===== src/rtl/pix_event_arbiter_rr.sv =====
// Pixel event capture with two-level round-robin arbitration (group, then pixel),
// per-group burst quota, timestamped AER words through a valid/ready output FIFO.
module pix_event_arbiter_rr #(
  parameter int ROWS       = 8,
  parameter int COLS       = 8,
  parameter int GRP        = 4,
  parameter int TS_WIDTH   = 16,
  parameter int FIFO_DEPTH = 4,
  parameter int MAX_BURST  = 16,
  localparam int RA = $clog2(ROWS),
  localparam int CA = $clog2(COLS),
  localparam int DW = RA + CA + TS_WIDTH + 1
) (
  input  logic                     clk_i,
  input  logic                     reset_i,
  input  logic [ROWS*COLS*2-1:0]   set_i,
  output logic [ROWS*COLS-1:0]     gnt_o,
  output logic                     grp_release_o,
  output logic [DW-1:0]            data_out_o,
  output logic                     data_valid_o,
  input  logic                     data_ready_i,
  output logic [15:0]              drop_cnt_o,
  output logic                     busy_o
);

  localparam int NPIX = ROWS * COLS;
  localparam int PW   = $clog2(NPIX);
  localparam int GC   = COLS / GRP;
  localparam int NG   = (ROWS / GRP) * GC;
  localparam int PPG  = GRP * GRP;
  localparam int GW   = (NG > 1) ? $clog2(NG) : 1;
  localparam int LW   = (PPG > 1) ? $clog2(PPG) : 1;
  localparam int BW   = $clog2(MAX_BURST + 1);
  localparam int FW   = (FIFO_DEPTH > 1) ? $clog2(FIFO_DEPTH) : 1;
  localparam int CW   = FW + 1;

  typedef enum logic [1:0] {
    ST_IDLE  = 2'd0,
    ST_GSEL  = 2'd1,
    ST_SERVE = 2'd2
  } state_t;

  state_t              state_q, state_d;
  logic [NPIX-1:0]     pend_q, pend_d, pol_q, pol_d;
  logic [GW-1:0]       grp_ptr_q, grp_ptr_d, cur_grp_q, cur_grp_d;
  logic [LW-1:0]       pix_ptr_q [NG];
  logic [LW-1:0]       pix_ptr_d [NG];
  logic [BW-1:0]       burst_q, burst_d;
  logic [TS_WIDTH-1:0] ts_q, ts_d;
  logic [15:0]         drop_q, drop_d;
  logic [DW-1:0]       mem_q [FIFO_DEPTH];
  logic [DW-1:0]       mem_d [FIFO_DEPTH];
  logic [FW-1:0]       wr_q, wr_d, rd_q, rd_d;
  logic [CW-1:0]       cnt_q, cnt_d;

  logic [NG-1:0]       grp_any;
  logic [PPG-1:0]      cur_pend;
  logic                grp_found, pix_found;
  logic [GW-1:0]       sel_grp;
  logic [LW-1:0]       sel_pix;
  logic                fifo_full, fifo_empty, tenure_end, grant_en, push, pop;
  logic [PW-1:0]       gnt_idx;
  logic [NPIX-1:0]     gnt_vec;
  logic [DW-1:0]       gnt_word;

  // Groups and in-group pixels are both numbered in raster order.
  function automatic int pix_of(input int g, input int l);
    return ((g / GC) * GRP + l / GRP) * COLS + (g % GC) * GRP + l % GRP;
  endfunction

  always_comb begin
    int idx;
    idx       = 0;
    grp_any   = {NG{1'b0}};
    cur_pend  = {PPG{1'b0}};
    grp_found = 1'b0;
    sel_grp   = {GW{1'b0}};
    pix_found = 1'b0;
    sel_pix   = {LW{1'b0}};
    for (int g = 0; g < NG; g++) begin
      for (int l = 0; l < PPG; l++) begin
        grp_any[g] = grp_any[g] | pend_q[PW'(pix_of(g, l))];
      end
    end
    for (int l = 0; l < PPG; l++) begin
      cur_pend[l] = pend_q[PW'(pix_of(int'(cur_grp_q), l))];
    end
    for (int i = 0; i < NG; i++) begin
      idx = (int'(grp_ptr_q) + i) % NG;
      if (!grp_found && grp_any[GW'(idx)]) begin
        grp_found = 1'b1;
        sel_grp   = GW'(idx);
      end else begin
        grp_found = grp_found;
      end
    end
    for (int i = 0; i < PPG; i++) begin
      idx = (int'(pix_ptr_q[cur_grp_q]) + i) % PPG;
      if (!pix_found && cur_pend[LW'(idx)]) begin
        pix_found = 1'b1;
        sel_pix   = LW'(idx);
      end else begin
        pix_found = pix_found;
      end
    end
  end

  // Release takes priority over granting; a full FIFO simply stalls the tenure.
  always_comb begin
    fifo_full  = (cnt_q == CW'(FIFO_DEPTH));
    fifo_empty = (cnt_q == {CW{1'b0}});
    tenure_end = (state_q == ST_SERVE) && (!(|cur_pend) || (burst_q == BW'(MAX_BURST)));
    grant_en   = (state_q == ST_SERVE) && !tenure_end && !fifo_full && pix_found;
    gnt_idx    = PW'(pix_of(int'(cur_grp_q), int'(sel_pix)));
    gnt_vec    = {NPIX{1'b0}};
    if (grant_en) begin
      gnt_vec[gnt_idx] = 1'b1;
    end else begin
      gnt_vec = {NPIX{1'b0}};
    end
    gnt_word = {RA'(int'(gnt_idx) / COLS), CA'(int'(gnt_idx) % COLS), ts_q, pol_q[gnt_idx]};
  end

  // A pixel granted this cycle may be re-armed by a new event; others pending drop it.
  always_comb begin
    int ndrop;
    int dsum;
    ndrop  = 0;
    pend_d = pend_q;
    pol_d  = pol_q;
    for (int p = 0; p < NPIX; p++) begin
      if (gnt_vec[p]) begin
        pend_d[p] = |set_i[2*p +: 2];
        pol_d[p]  = (|set_i[2*p +: 2]) ? set_i[2*p] : pol_q[p];
      end else if (pend_q[p]) begin
        if (|set_i[2*p +: 2]) begin
          ndrop = ndrop + 1;
        end else begin
          ndrop = ndrop;
        end
      end else if (|set_i[2*p +: 2]) begin
        pend_d[p] = 1'b1;
        pol_d[p]  = set_i[2*p];
      end else begin
        pend_d[p] = 1'b0;
      end
    end
    dsum   = int'(drop_q) + ndrop;
    drop_d = (dsum > 32'sd65535) ? 16'hFFFF : 16'(dsum);
    ts_d   = ts_q + TS_WIDTH'(1'b1);
  end

  always_comb begin
    state_d   = state_q;
    grp_ptr_d = grp_ptr_q;
    cur_grp_d = cur_grp_q;
    pix_ptr_d = pix_ptr_q;
    burst_d   = burst_q;
    case (state_q)
      ST_IDLE: begin
        if (|pend_d) state_d = ST_GSEL;
        else         state_d = ST_IDLE;
      end
      ST_GSEL: begin
        if (grp_found) begin
          cur_grp_d = sel_grp;
          burst_d   = {BW{1'b0}};
          state_d   = ST_SERVE;
        end else begin
          state_d = ST_IDLE;
        end
      end
      ST_SERVE: begin
        if (tenure_end) begin
          grp_ptr_d = (cur_grp_q == GW'(NG - 1)) ? {GW{1'b0}} : cur_grp_q + GW'(1'b1);
          state_d   = ST_GSEL;
        end else if (grant_en) begin
          pix_ptr_d[cur_grp_q] = (sel_pix == LW'(PPG - 1)) ? {LW{1'b0}} : sel_pix + LW'(1'b1);
          burst_d              = burst_q + BW'(1'b1);
        end else begin
          state_d = ST_SERVE;
        end
      end
      default: state_d = ST_IDLE;
    endcase
  end

  always_comb begin
    push  = grant_en;
    pop   = !fifo_empty && data_ready_i;
    mem_d = mem_q;
    if (push) mem_d[wr_q] = gnt_word;
    else      mem_d[wr_q] = mem_q[wr_q];
    wr_d  = push ? wr_q + FW'(1'b1) : wr_q;
    rd_d  = pop ? rd_q + FW'(1'b1) : rd_q;
    cnt_d = cnt_q + CW'(push) - CW'(pop);
  end

  always_ff @(posedge clk_i) begin
    if (reset_i) begin
      state_q   <= ST_IDLE;
      pend_q    <= {NPIX{1'b0}};
      pol_q     <= {NPIX{1'b0}};
      grp_ptr_q <= {GW{1'b0}};
      cur_grp_q <= {GW{1'b0}};
      for (int g = 0; g < NG; g++) pix_ptr_q[g] <= {LW{1'b0}};
      burst_q   <= {BW{1'b0}};
      ts_q      <= {TS_WIDTH{1'b0}};
      drop_q    <= 16'h0000;
      for (int i = 0; i < FIFO_DEPTH; i++) mem_q[i] <= {DW{1'b0}};
      wr_q      <= {FW{1'b0}};
      rd_q      <= {FW{1'b0}};
      cnt_q     <= {CW{1'b0}};
    end else begin
      state_q   <= state_d;
      pend_q    <= pend_d;
      pol_q     <= pol_d;
      grp_ptr_q <= grp_ptr_d;
      cur_grp_q <= cur_grp_d;
      pix_ptr_q <= pix_ptr_d;
      burst_q   <= burst_d;
      ts_q      <= ts_d;
      drop_q    <= drop_d;
      mem_q     <= mem_d;
      wr_q      <= wr_d;
      rd_q      <= rd_d;
      cnt_q     <= cnt_d;
    end
  end

  assign gnt_o         = gnt_vec;
  assign grp_release_o = tenure_end;
  assign data_out_o    = mem_q[rd_q];
  assign data_valid_o  = !fifo_empty;
  assign drop_cnt_o    = drop_q;
  assign busy_o        = (state_q != ST_IDLE) || !fifo_empty;

endmodule


===== config.mk =====
export PLATFORM = sky130hd
export DESIGN_NAME = pix_event_arbiter_rr
export DESIGN_NICKNAME = d
export VERILOG_FILES = /design/src/rtl/pix_event_arbiter_rr.sv
export SDC_FILE = /design/constraint.sdc
export NUM_CORES = 1
export LEC_CHECK = 0
export CORE_MARGIN = 2
export CORE_UTILIZATION = 62
export CTS_BUF_LIST = sky130_fd_sc_hd__clkbuf_8
export DETAILED_ROUTE_END_ITERATION = 16
export HOLD_SLACK_MARGIN = 0.08
export PLACE_DENSITY = 0.85
export REMOVE_ABC_BUFFERS = 1
export SYNTH_ARGS = -nofsm -noshare
export SYNTH_HDL_FRONTEND = slang
export SYNTH_SLANG_ARGS = --single-unit
export TNS_END_PERCENT = 20

===== constraint.sdc =====
create_clock -name clk_i -period 65.9 [get_ports clk_i]
set_input_delay 19.77 -clock clk_i [delete_from_list [all_inputs] [get_ports clk_i]]
set_output_delay 19.77 -clock clk_i [all_outputs]
set_load 0.005 [all_outputs]

==> results of run 1 <==
[sequential cells by signal (all words and copies together) (netlist names)]
signal      cells
cnt_q           3
pol_q          64
ts_q           16
mem_q          92
burst_q         5
state_q         2
cur_grp_q       2
grp_ptr_q       2
rd_q            2
drop_cnt_o     16
pix_ptr_q      16
wr_q            2
pend_q         64
[worst reg2reg max path, delay by kind of cell, from the launching register on]
kind | cells | cell delay (ns)
AO/OA/AOI/OAI | 61 | 12.97
multiplexers | 23 | 6.72
adder cells (fa/ha/maj) | 63 | 18.61
AND/OR/NAND/NOR | 54 | 7.23
XOR/XNOR | 1 | 0.18
buffers and inverters | 17 | 2.87
flip-flops | 1 | 0.30
[through the flow]
| step | std cells | instance area (um2) |
|---|---|---|
| 2_1_floorplan | 3703 | 30200 |
| 3_3_place_gp | 4641 | 33720 |
| 3_5_place_dp | 4641 | 33720 |
| 5_1_grt | 4714 | 34610 |
| 4_1_cts | 4714 | 34590 |
| 6_report | 4715 | 34610 |
[area by class of cell]
class	count	area [um2]
diodes	1	2.502
clock buffers	56	770.7
clock inverters	17	101.3
fillers	3987	14340
inverters	112	421.7
multi-input cells	3305	24100
flip-flops and latches	286	5729
well taps	664	830.8
repair buffers	274	2653
[timing repair]
item,4_1_cts,5_1_grt
endpoints found under the setup margin,0,16
resized for setup,0,3
hold buffers,0,0
buffers inserted,0,0
endpoints found under the hold margin,0,0
[cells in the final DEF (no fill, tap or decap), types with 24 or more instances in the layout]
| cell | count |
|---|---|
| nor2_1 | 567 |
| mux2i_1 | 92 |
| and3_1 | 48 |
| nand2_1 | 368 |
| nor2b_1 | 36 |
| o31ai_1 | 24 |
| a211oi_1 | 117 |
| nand4_1 | 48 |
| inv_1 | 117 |
| a21oi_1 | 210 |
| a31oi_1 | 26 |
| xnor2_2 | 31 |
| ha_1 | 99 |
| dfxtp_1 | 283 |
| nand3_1 | 130 |
| clkdlybuf4s50_1 | 235 |
| and2_1 | 49 |
| o22ai_1 | 25 |
| xor2_1 | 132 |
| mux4_2 | 82 |
| or3_1 | 28 |
| o21ai_0 | 173 |
| buf_4 | 38 |
| a22oi_1 | 73 |
| mux2_2 | 42 |
| o211ai_1 | 34 |
| xnor2_1 | 241 |
| nand2b_1 | 33 |
| xnor3_1 | 27 |
| nor3_1 | 79 |
| nor4_1 | 34 |
| clkbuf_8 | 56 |
[worst paths after layout]
kind	startpoint	to	slack (ns)
setup / recovery	set_i[0]	drop_cnt_o[0]$_SDFF_PP0_	3.41
hold / removal	pix_ptr_q[2]$_SDFFE_PP0P_	pix_ptr_q[2]$_SDFFE_PP0P_	0.46
setup reg to reg	cur_grp_q[1]$_SDFFE_PP0P_	drop_cnt_o[0]$_SDFF_PP0_	16.85
hold reg to reg	pix_ptr_q[2]$_SDFFE_PP0P_	pix_ptr_q[2]$_SDFFE_PP0P_	0.46
[cell families after synthesis]
kind of cell / count (synthesis)
flip-flops: 286
multiplexers: 224
XOR/XNOR: 481
other: 1
AND/OR/NAND/NOR: 1544
adder cells (fa/ha/maj): 103
buffers and inverters: 259
AO/OA/AOI/OAI: 949
[per-layer routing]
layer | vias up | part of all wire, % | GRT usage (%)
met3 | 315 | 10 | 9.499
met5 | - | 0.066 | 0
met1 | 14610 | 40 | 49.42
li1 | 14470 | - | -
met2 | 1567 | 44 | 63.12
met4 | 8 | 5.7 | 20.03
==> impl_metrics.yaml, run 1 <==
placement:
  port_buffers: 236
  gp_congestion: 1.022
  pre_cts_ws_ns: 2.553
  dpl.hpwl_um: 78360
layout:
  nNetsFinal: 4255
  finalCoreUtilization_pct: 70.70
  area_delta_synth_final_pct: 12.34
  drive_above_1_share_pct: 10.30
critical_path:
  cp_num_cells: 210
  critPathCaptureType: "flop"
  required_ns: 66.35
  r2r_cells: 219
  cp-start-kind: "primary input"
  worst-path-max-fanout: 16
  cp_slowest_cell: "a211oi_1"
  critPathArrivalTime_ns: 62.94
  path_buf_inv: 14
  crit_type: "primary input to flop"
  cpMostUsedCell: "ha_1"
  max_stage_delay_ns: 0.58
  crit_family: "adder cells"
grt:
  grt_max_degree: 146
  grt_usage_pct: 39.39
  grt_pass1_wl_um: 159400
  overflow: 0
  antenna_found_initial: 3
  grt_pass1_vias: 29110
synthesis:
  ys_top_cells_by_area: "dfxtp_1, nor2_1, xnor2_1"
  synth_edf_count: 0
  yosysTopAreaCell: "dfxtp_1"
  ys_seq_elements: 286
  async_reset_ff_share_pct: 0
  yosysMostFrequentCell: "nor2_1"
  synth_xor_area_share_pct: 17.83
  synthMuxAreaShare_pct: 10.92
  synthCells: 3847
  yosysSeqAreaShare_pct: 18.58
  synth_warnings: 0
  mappedNetlistArea_mm2: 0.03081
  synth_top_family_by_area: "simple AND/OR/NAND/NOR gates"
  synth_fa_ha_area_share_pct: 4.216
  yosysTopAreaCellShare_pct: 18.58
  synth_compound_area_share_pct: 21.20
  synth_top_cells_by_count: "nor2_1, nand2_1, dfxtp_1, xnor2_1, a21oi_1"
  yosysUniqueCellTypes: 133
  postSynthAreaPerCell_um2: 8.008
  yosys_most_used_dff: "dfxtp_1"
  synth_simple_gate_area_share_pct: 23.84
floorplan:
  rows: 81
  num_io_pins: 237
  initial_core_util_pct: 62.94
  die_x_um: 226.9
  die_area_mm2: 0.05149
  die-height_um: 226.9
  coreArea_mm2: 0.04895
sta:
  worst_pin_slew_ns: 1.101
  setup_viol: 0
  min_period_ns: 62.49
  setup_tns_ns: 0
  hold_viol: 0
  slew_violations: 0
  fin_skew_ns: 0.04713
  setup_ws_ns: 3.411
  fmax_ghz: 0.01600
  finalCritPeriodShare_pct: 94.82
  max_slew_margin_pct: 25.86
  holdWs_ns: 0.4602
cts:
  clock-sinks: 286
  clk_pin_slew_ns: 0.06
  h-tree-depth: 2
  numCtsBuffers: 44
  cts_root_buf: "clkbuf_8"
  cts_buffer_depth: 3
  cts_tree: "done"
  clock_latency_ns: 0.65
detailed_routing:
  wl_um: 103300
  drc: 0
  viasPerCell: 6.568
  route.vias.total: 30970
  postRouteAntennaNets: 0
  first_iter_violations: 3384
  routedWlPerCell_um: 21.92
  drt_first_pass_iters: 6
worst_hold_path:
  worstHoldPathType: "flop to flop"
  min_path_cells: 2
run:
  cap_violations: 0
status:
  status: "finished, final reports clean"
Power of run 1 is left out: the tool's default activity adds up to more than one toggle a clock period on the data nets, which glitch-free logic cannot reach.
==> run 2: changes to the inputs <==
--- a/config.mk
+++ b/config.mk
@@ -5,13 +5,14 @@
 export SDC_FILE = /design/constraint.sdc
 export NUM_CORES = 1
 export LEC_CHECK = 0
-export CORE_MARGIN = 2
+export CORE_MARGIN = 1
 export CORE_UTILIZATION = 62
 export CTS_BUF_LIST = sky130_fd_sc_hd__clkbuf_8
 export DETAILED_ROUTE_END_ITERATION = 16
 export HOLD_SLACK_MARGIN = 0.08
 export PLACE_DENSITY = 0.85
 export REMOVE_ABC_BUFFERS = 1
+export SLEW_MARGIN = 20
 export SYNTH_ARGS = -nofsm -noshare
 export SYNTH_HDL_FRONTEND = slang
 export SYNTH_SLANG_ARGS = --single-unit
==> impl_metrics.yaml, run 2 (synthesized netlist as in run 1, its figures left out) <==
sta:
  finalCritPeriodShare_pct: 95.03
  holdWs_ns: 0.4566
  slew_violations: 0
  rsz0062_at_grt: "no"
  min_period_ns: 62.62
  setup_tns_ns: 0
  fmax_ghz: 0.01597
  hold_viol: 0
  worst_pin_slew_ns: 1.087
  setup_viol: 0
  max_slew_margin_pct: 27.02
  fin_skew_ns: 0.02588
layout:
  final_cell_mix: "nor2_1, nand2_1, dfxtp_1"
  drive_above_1_share_pct: 10.43
  fillers: 3924
  final_area_mm2: 0.03467
  largestRegisters: "mem_q: 92 flops, pend_q: 64 flops, pol_q: 64 flops"
  largest_reg_flops: 92
  register_area_mm2: 0.005729
  nNetsFinal: 4258
  final_common_cell: "nor2_1"
  area_delta_synth_final_pct: 12.55
  multi_input_area_mm2: 0.02410
  final_cells: 4720
  registers.top_by_ff_count: "mem_q"
detailed_routing:
  routedWlPerCell_um: 21.87
  wl_um: 103200
  viasPerCell: 6.570
  route.vias.total: 31010
  first_iter_violations: 3244
  drc: 0
  drt_first_pass_iters: 6
  postRouteAntennaNets: 0
critical_path:
  critPathCaptureType: "flop"
  required_ns: 66.33
  cp-start-kind: "primary input"
  worst-path-max-fanout: 16
  max_stage_delay_ns: 0.58
  cpMostUsedCell: "ha_1"
  cp_slowest_cell: "a211oi_1"
  crit_type: "primary input to flop"
  critPathArrivalTime_ns: 63.06
  r2r_setup_slack_ns: 16.35
cts:
  clock_latency_ns: 0.62
  clk_pin_slew_ns: 0.06
  numCtsBuffers: 46
  h-tree-depth: 2
  cts_buffer_depth: 3
  cts_root_buf: "clkbuf_8"
  cts_tree: "done"
  clock-sinks: 286
  post_cts_buffers: 0
placement:
  dpl.hpwl_um: 79000
  gp_congestion: 1.027
  port_buffers: 236
  dpl_cell_area_mm2: 0.03372
  place_inst: 4642
worst_hold_path:
  worstHoldPathType: "flop to flop"
floorplan:
  die-height_um: 224.9
  die_x_um: 224.9
  die_area_mm2: 0.05059
  num_io_pins: 237
  initial_core_util_pct: 62.94
  rows: 81
  coreArea_mm2: 0.04895
grt:
  grt_max_degree: 124
  grt_pass1_wl_um: 158900
  grt_pass1_vias: 29080
  antenna_found_initial: 3
  overflow: 0
  grt_usage_pct: 39.72
status:
  status: "finished, final reports clean"
run:
  cap_violations: 0
-- run 2: timing repair --
action	4_1_cts	5_1_grt
endpoints found under the setup margin	0	16
gates resized for setup	0	2
hold buffers	0	0
-- run 2: layer usage --
layer	wire [um]	part of all wire, %	GRT usage (%)	up-vias
met3	11130	11	9.478	381
met4	6778	6.6	23.06	6
met1	39750	39	49.15	14460
met5	43	0.042	0	-
met2	45540	44	63.06	1657
li1	-	-	-	14500
-- run 2: worst paths after layout --
kind | from | endpoint | cells past startpoint
worst min register to register | pix_ptr_q[10]$_SDFFE_PP0P_ | pix_ptr_q[10]$_SDFFE_PP0P_ | 2
worst max-delay path | set_i[0] | drop_cnt_o[7]$_SDFF_PP0_ | 210
worst min-delay path | pix_ptr_q[10]$_SDFFE_PP0P_ | pix_ptr_q[10]$_SDFFE_PP0P_ | 2
worst max register to register | cur_grp_q[1]$_SDFFE_PP0P_ | drop_cnt_o[7]$_SDFF_PP0_ | 218
-- run 2: layout make-up --
class | instances | area share, %
multi-input cells | 3305 | 69.51
clock inverters | 21 | 0.4547
inverters | 112 | 1.216
flip-flops and latches | 286 | 16.52
clock buffers | 56 | 2.223
well taps | 664 | 2.396
repair buffers | 275 | 7.672
diodes | 1 | 0.007217
-- run 2: critical path, delay by kind of cell --
family / cells / cell delay (ns)
xor gates and xnor gates: 1 / 0.16
and+or+nand+nor: 51 / 5.41
buffers and inverters: 14 / 1.78
adders and majority gates: 63 / 18.59
AOI/OAI and AO/OA: 60 / 11.74
muxes: 21 / 5.58
-- run 2: per-stage QoR --
stage                     util, %  setup slack (ns)
after floorplan                 -             7.230
after global placement      68.90             3.912
after detailed placement    68.90             2.438
after CTS                   70.79             2.927
after global routing        70.83           0.02700
final                       70.83             3.277
Power of run 2 is left out for the same reason.
